<file path="src/rtl/lockable_cfg_arbiter.sv">
// Round-robin arbiter sequencing WRITE/LOCK requests into a bank of sticky-lockable
// 16-bit config registers; scan entry wipes the bank contents but never the locks.
module lockable_cfg_arbiter #(
    parameter int unsigned NUM_REQ  = 4,
    parameter int unsigned NUM_REGS = 8,
    parameter int unsigned AW       = 3
) (
    input  logic                   Clk,
    input  logic                   resetn,
    input  logic [NUM_REQ-1:0]     req,
    input  logic [NUM_REQ-1:0]     req_lock,
    input  logic [NUM_REQ*AW-1:0]  req_addr,
    input  logic [NUM_REQ*16-1:0]  req_data,
    input  logic                   scan_mode,
    output logic [NUM_REQ-1:0]     gnt,
    output logic [NUM_REQ-1:0]     done,
    output logic                   err,
    output logic [NUM_REGS-1:0]    lock_q,
    output logic [NUM_REGS*16-1:0] Data_out
);

    localparam int unsigned IW = (NUM_REQ > 1) ? $clog2(NUM_REQ) : 1;

    typedef enum logic [1:0] {StIdle, StExec, StResp} state_e;

    state_e        state_q;
    logic [IW-1:0] rr_ptr_q;
    logic [IW-1:0] idx_q;
    logic          op_lock_q;
    logic [AW-1:0] op_addr_q;
    logic [15:0]   op_data_q;
    logic          scan_q;

    logic          sel_found;
    logic [IW-1:0] sel_idx;
    logic [IW-1:0] cand;
    logic [IW-1:0] rr_ptr_d;

    // First requester at or after rr_ptr, wrapping.
    always_comb begin
        sel_found = 1'b0;
        sel_idx   = '0;
        cand      = '0;
        for (int unsigned o = 0; o < NUM_REQ; o++) begin
            cand = IW'((32'(rr_ptr_q) + o) % NUM_REQ);
            if (!sel_found && req[cand]) begin
                sel_found = 1'b1;
                sel_idx   = cand;
            end
        end
        rr_ptr_d = (sel_idx == IW'(NUM_REQ - 1)) ? '0 : sel_idx + 1'b1;
    end

    logic addr_oor;
    logic addr_locked;
    logic exec_err;

    always_comb begin
        addr_oor    = 32'(op_addr_q) >= NUM_REGS;
        addr_locked = 1'b0;
        for (int unsigned k = 0; k < NUM_REGS; k++) begin
            if (op_addr_q == AW'(k) && lock_q[k]) begin
                addr_locked = 1'b1;
            end
        end
        // LOCK never checks the existing lock bit, so re-locking is accepted.
        exec_err = addr_oor | scan_mode | (~op_lock_q & addr_locked);
    end

    always_ff @(posedge Clk or negedge resetn) begin
        if (!resetn) begin
            state_q   <= StIdle;
            rr_ptr_q  <= '0;
            idx_q     <= '0;
            op_lock_q <= 1'b0;
            op_addr_q <= '0;
            op_data_q <= '0;
            scan_q    <= 1'b0;
            gnt       <= '0;
            done      <= '0;
            err       <= 1'b0;
            lock_q    <= '0;
            Data_out  <= '0;
        end else begin
            scan_q <= scan_mode;
            case (state_q)
                StIdle: begin
                    if (sel_found) begin
                        idx_q     <= sel_idx;
                        op_lock_q <= req_lock[sel_idx];
                        op_addr_q <= req_addr[int'(sel_idx) * AW +: AW];
                        op_data_q <= req_data[int'(sel_idx) * 16 +: 16];
                        gnt       <= NUM_REQ'(1) << sel_idx;
                        rr_ptr_q  <= rr_ptr_d;
                        state_q   <= StExec;
                    end
                end
                StExec: begin
                    gnt         <= '0;
                    done[idx_q] <= 1'b1;
                    err         <= exec_err;
                    state_q     <= StResp;
                    if (!exec_err) begin
                        for (int unsigned k = 0; k < NUM_REGS; k++) begin
                            if (op_addr_q == AW'(k)) begin
                                if (op_lock_q) begin
                                    lock_q[k] <= 1'b1;
                                end else begin
                                    Data_out[k*16 +: 16] <= op_data_q;
                                end
                            end
                        end
                    end
                end
                StResp: begin
                    done    <= '0;
                    err     <= 1'b0;
                    state_q <= StIdle;
                end
                default: begin
                    state_q <= StIdle;
                end
            endcase
            // Scan-entry wipe is last so it wins over a same-edge write.
            if (scan_mode && !scan_q) begin
                Data_out <= '0;
            end
        end
    end

endmodule

</file>
<file path="config.mk">
export PLATFORM = sky130hd
export DESIGN_NAME = lockable_cfg_arbiter
export DESIGN_NICKNAME = d
export VERILOG_FILES = /design/src/rtl/lockable_cfg_arbiter.sv
export SDC_FILE = /design/constraint.sdc
export NUM_CORES = 1
export LEC_CHECK = 0
export ABC_AREA = 1
export ABC_CLOCK_PERIOD_IN_PS = 2600
export CAP_MARGIN = 20
export CORE_MARGIN = 2
export CORE_UTILIZATION = 49
export DETAILED_ROUTE_END_ITERATION = 12
export PLACE_DENSITY = 0.84
export SLEW_MARGIN = 20
export SYNTH_ARGS = -nofsm -noshare
export SYNTH_HDL_FRONTEND = slang
export SYNTH_SLANG_ARGS = --single-unit
</file>
<file path="constraint.sdc">
create_clock -name Clk -period 2.6 [get_ports Clk]
set_input_delay 0.52 -clock Clk [delete_from_list [all_inputs] [get_ports Clk]]
set_output_delay 0.52 -clock Clk [all_outputs]
set_load 0.03 [all_outputs]
</file>
==> results.txt, run 1 <==
- Routed Antenna Nets: 0
* Slowest cell delay on critical path: ~500 ps
* Clock tree from TritonCTS: yes
- Max-capacitance violation count: 0
- At the pin with the least slew margin, the transition time is 1210 ps.
* Sequential fraction of the synthesis area: 51.8%
- Via count of the routed design: 8118
- In this run the tool buffered the top-level ports with 231 buffer cells.
* Static Leakage: 6.07 nW
* Result of the run: completed
* Count of pins on the block boundary: 232
* Kind of start point of the critical path: flip-flop
- Library cell occupying the most area in the post-synthesis netlist: dfrtp_1
* Area of the core: 0.0166 sq mm
* Number of H-tree branching levels: 4
* Post-CTS Repair Setup Buffers: 0
* Reg-to-reg setup timing slack: 340 ps
- DR DRC count: 0
* Number of buffers added by the clock tree synthesis step: 17
- The finished layout holds roughly 1500 standard cells, fillers aside.
- The tightest min-delay check is of the in2async type.
* Clock root buffer master: clkbuf_16
- # nets final: 1394
- The floorplan step set the die height to 134 um.
* Worst EP required: 2970 ps
* Total gr overflow: 0
* Number of max-slew violations in the final report: 0
* Maximum count of clock buffers along a single path: 2
* Family of cells with the greatest summed delay on the critical path: simple AND/OR/NAND/NOR gates
- Chain of cells forming the critical path: inv_2 > nand2_1 > nand3_1 > nand2_1 > nor2_2 > nand3_1 > nor2_1 > nor2_1 > nor2_1 > nand2_1 > nand3_1
- Share of the cycle needed by the critical path after routing: between 80% and 90%
* CTS Hold Buffers Added: 0
* Cell count after synthesis: 1069
* Worst Path Class, Setup: reg2reg
* Setup repair after global routing missed its margin: false
- The area growth from synthesis to layout is 37.9%.
* Placed insts: 1500
- Syn Nets: 1164
- Share of layout cells above drive strength 1: 7.09%
* Buf+Inv Stages, Crit Path: 1
* Hold violation total from the final report: 0
* Gr usage total: between 20 and 30%
* Post-Synthesis Cell Area: 0.00831 sq mm
* Top fanout value on the critical path: 10
- Number of different library cells in the post-synthesis netlist: 28
- Post-route worst hold slack: about 4.3 ps
* Crit path DAT: 2630 ps
- After synthesis, the largest area contributor takes up 51.8% of total cell area.
- First-pass GRT wire length: 39.8 mm
- The initial antenna violation count is 0.
* Drt first pass iters: 5
- YS warnings: 0
- Fillers: around 1300
- The routed design has 25.1 mm of wire.
- Initial cell density of the core: 50.1%
- Number of cell rows: 47
- The congestion estimate from routability-driven global placement came to 0.856.
* Maximum number of pins on one net before global-route repair: 62
- Number of global-route vias before repair: roughly 7500
- Power density cells: 1370 mW/mm^2
* TritonCTS Sinks: 172
* Clock edge transition at the registers on the reported setup and hold paths: 70 ps
- After synthesis the netlist holds a flip-flop and latch count of 172.
* Per-cell via count in the routed design: ~5.3
- Setup-violating endpoint count in the final report: 0
* Antenna diodes: 0
- Measured along the x axis, the die boundary spans 134 um.
- Sum of negative setup slack: 0 ps
* Maximum clock frequency: between 0.4 and 0.5 GHz
* DIE AREA: 0.0180 sq mm
- Worst-skew pair later-pin latency: 440 ps
* Worst-case headroom to the max-slew limit: 19.4%
- Synthesized area per cell: 7.78 sq um
* Drt first-iter violations: 624
* Standard cell with the maximum stage delay on the critical path: nor2_1
- Top cells by area, synth: dfrtp_1, nand2_1, nand3_1
- Worst Setup End Kind: flip-flop
- The HPWL after detailed placement is 17.6 mm.
- Across the routed clock network, the largest skew measured is just under 10 ps.
- Max IR drop VDD: 0.763 mV
- Post-route minimum period: between 2000 and 2500 ps
- Average wire per cell in the routed design: 16.4 um
-- cell usage after synthesis (all sizes together) --
master,count
a221oi,1
nor2,31
nand3,180
nand3b,1
nand2,468
o21a,2
dfrtp,172
nor3,4
clkinv,2
a21o,5
a31oi,1
nand4,31
o22ai,2
inv,98
o21ai,10
a21oi,4
clkbuf,30
ha,8
buf,19
-- cell families after synthesis --
family,after synthesis,synth area share (%)
DFF,172,51.8
and+or+nand+nor,715,37.3
buffers and inverters,149,7.68
adders and majority gates,8,1.20
AOI/OAI and AO/OA,25,2.02
-- through the flow --
stage	worst slack, ps	power, mW	utilization, %	area [sq um]
final	337	15.7	69.1	11500
after global routing	101	16.7	69.1	11500
after CTS	266	15.7	69.1	11500
after floorplan	570	9.82	-	8310
after global placement	-397	13.1	65.7	10900
after detailed placement	-487	13.3	65.7	10900
-- worst register-to-register path: stages (launching register included) --
cell	delay, ps
dfrtp_2	480
inv_2	180
nand2_1	90
nand3_1	90
nand2_1	90
nor2_2	170
nand3_1	130
nor2_1	110
nor2_1	110
nor2_1	500
nand2_1	140
nand3_1	110
-- sequential cells by signal, summed over array words and instances, names as in the netlist --
register	count
op_data_q	16
err	1
idx_q	2
scan_q	1
op_lock_q	1
op_addr_q	3
done	4
rr_ptr_q	2
gnt	4
lock_q	8
state_q	2
Data_out	128
-- path summary, 6_finish.rpt --
kind                                 end  cells after the start          from
max in group asynchronous   Data_out[26]                      2        resetn
setup / recovery            op_addr_q[0]                     11   rr_ptr_q[0]
setup reg to reg            op_addr_q[0]                     11   rr_ptr_q[0]
hold / removal             Data_out[106]                      1        resetn
hold reg to reg             op_data_q[3]                      2  op_data_q[3]
min in group Clk            op_data_q[3]                      2  op_data_q[3]
-- metal layers --
metal,part of all wire [%],routed length [um],vias to the layer above,global-route usage [%]
met5,0,0,-,0
met4,2.8,706,0,11.8
met3,8.0,2020,52,5.93
met2,49,12200,379,45.7
met1,40,10100,3840,37.5
li1,-,-,3847,-
-- final cells by class --
cell class                      count  area, sq um  share of cell area [%]
Clock buffer                       18          439                    3.83
Tap cell                          220          275                    2.40
Sequential cell                   172         4310                    37.6
Clock inverter                     13          119                    1.04
Timing Repair Buffer              260         2570                    22.4
Multi-Input combinational cell    748         3370                    29.4
Inverter                          100          378                    3.30
-- power by group --
group	total [mW]	switching, mW	internal [mW]
registers	4.57	0.794	3.77
logic	8.73	5.56	3.17
clock network	2.43	1.08	1.34
total	15.7	7.44	8.29
-- cells in the final DEF, fill, tap and decap left out, types with 10 or more instances in the layout --
cell             instances
buf_4                   26
o21ai_0                 10
inv_1                   92
nand2_1                459
nand3_1                177
nor2_1                  28
nand4_1                 23
dfrtp_1                171
clkbuf_16               17
clkdlybuf4s50_1        230
-- repair_timing --
| action | CTS | global route |
|---|---|---|
| pin swaps | 0 | 0 |
| gates resized for setup | 1 | 1 |
| endpoints found under the setup margin | 92 | 5 |
No activity file was read; power rests on OpenSTA's default activity.
==> run 2, diff against run 1 <==
--- a/config.mk
+++ b/config.mk
@@ -6,7 +6,6 @@
 export NUM_CORES = 1
 export LEC_CHECK = 0
 export ABC_AREA = 1
-export ABC_CLOCK_PERIOD_IN_PS = 2600
 export CAP_MARGIN = 20
 export CORE_MARGIN = 2
 export CORE_UTILIZATION = 49
==> results of run 2 <==
Same layout as run 1: the final DEF is identical, and so are final timing and power.
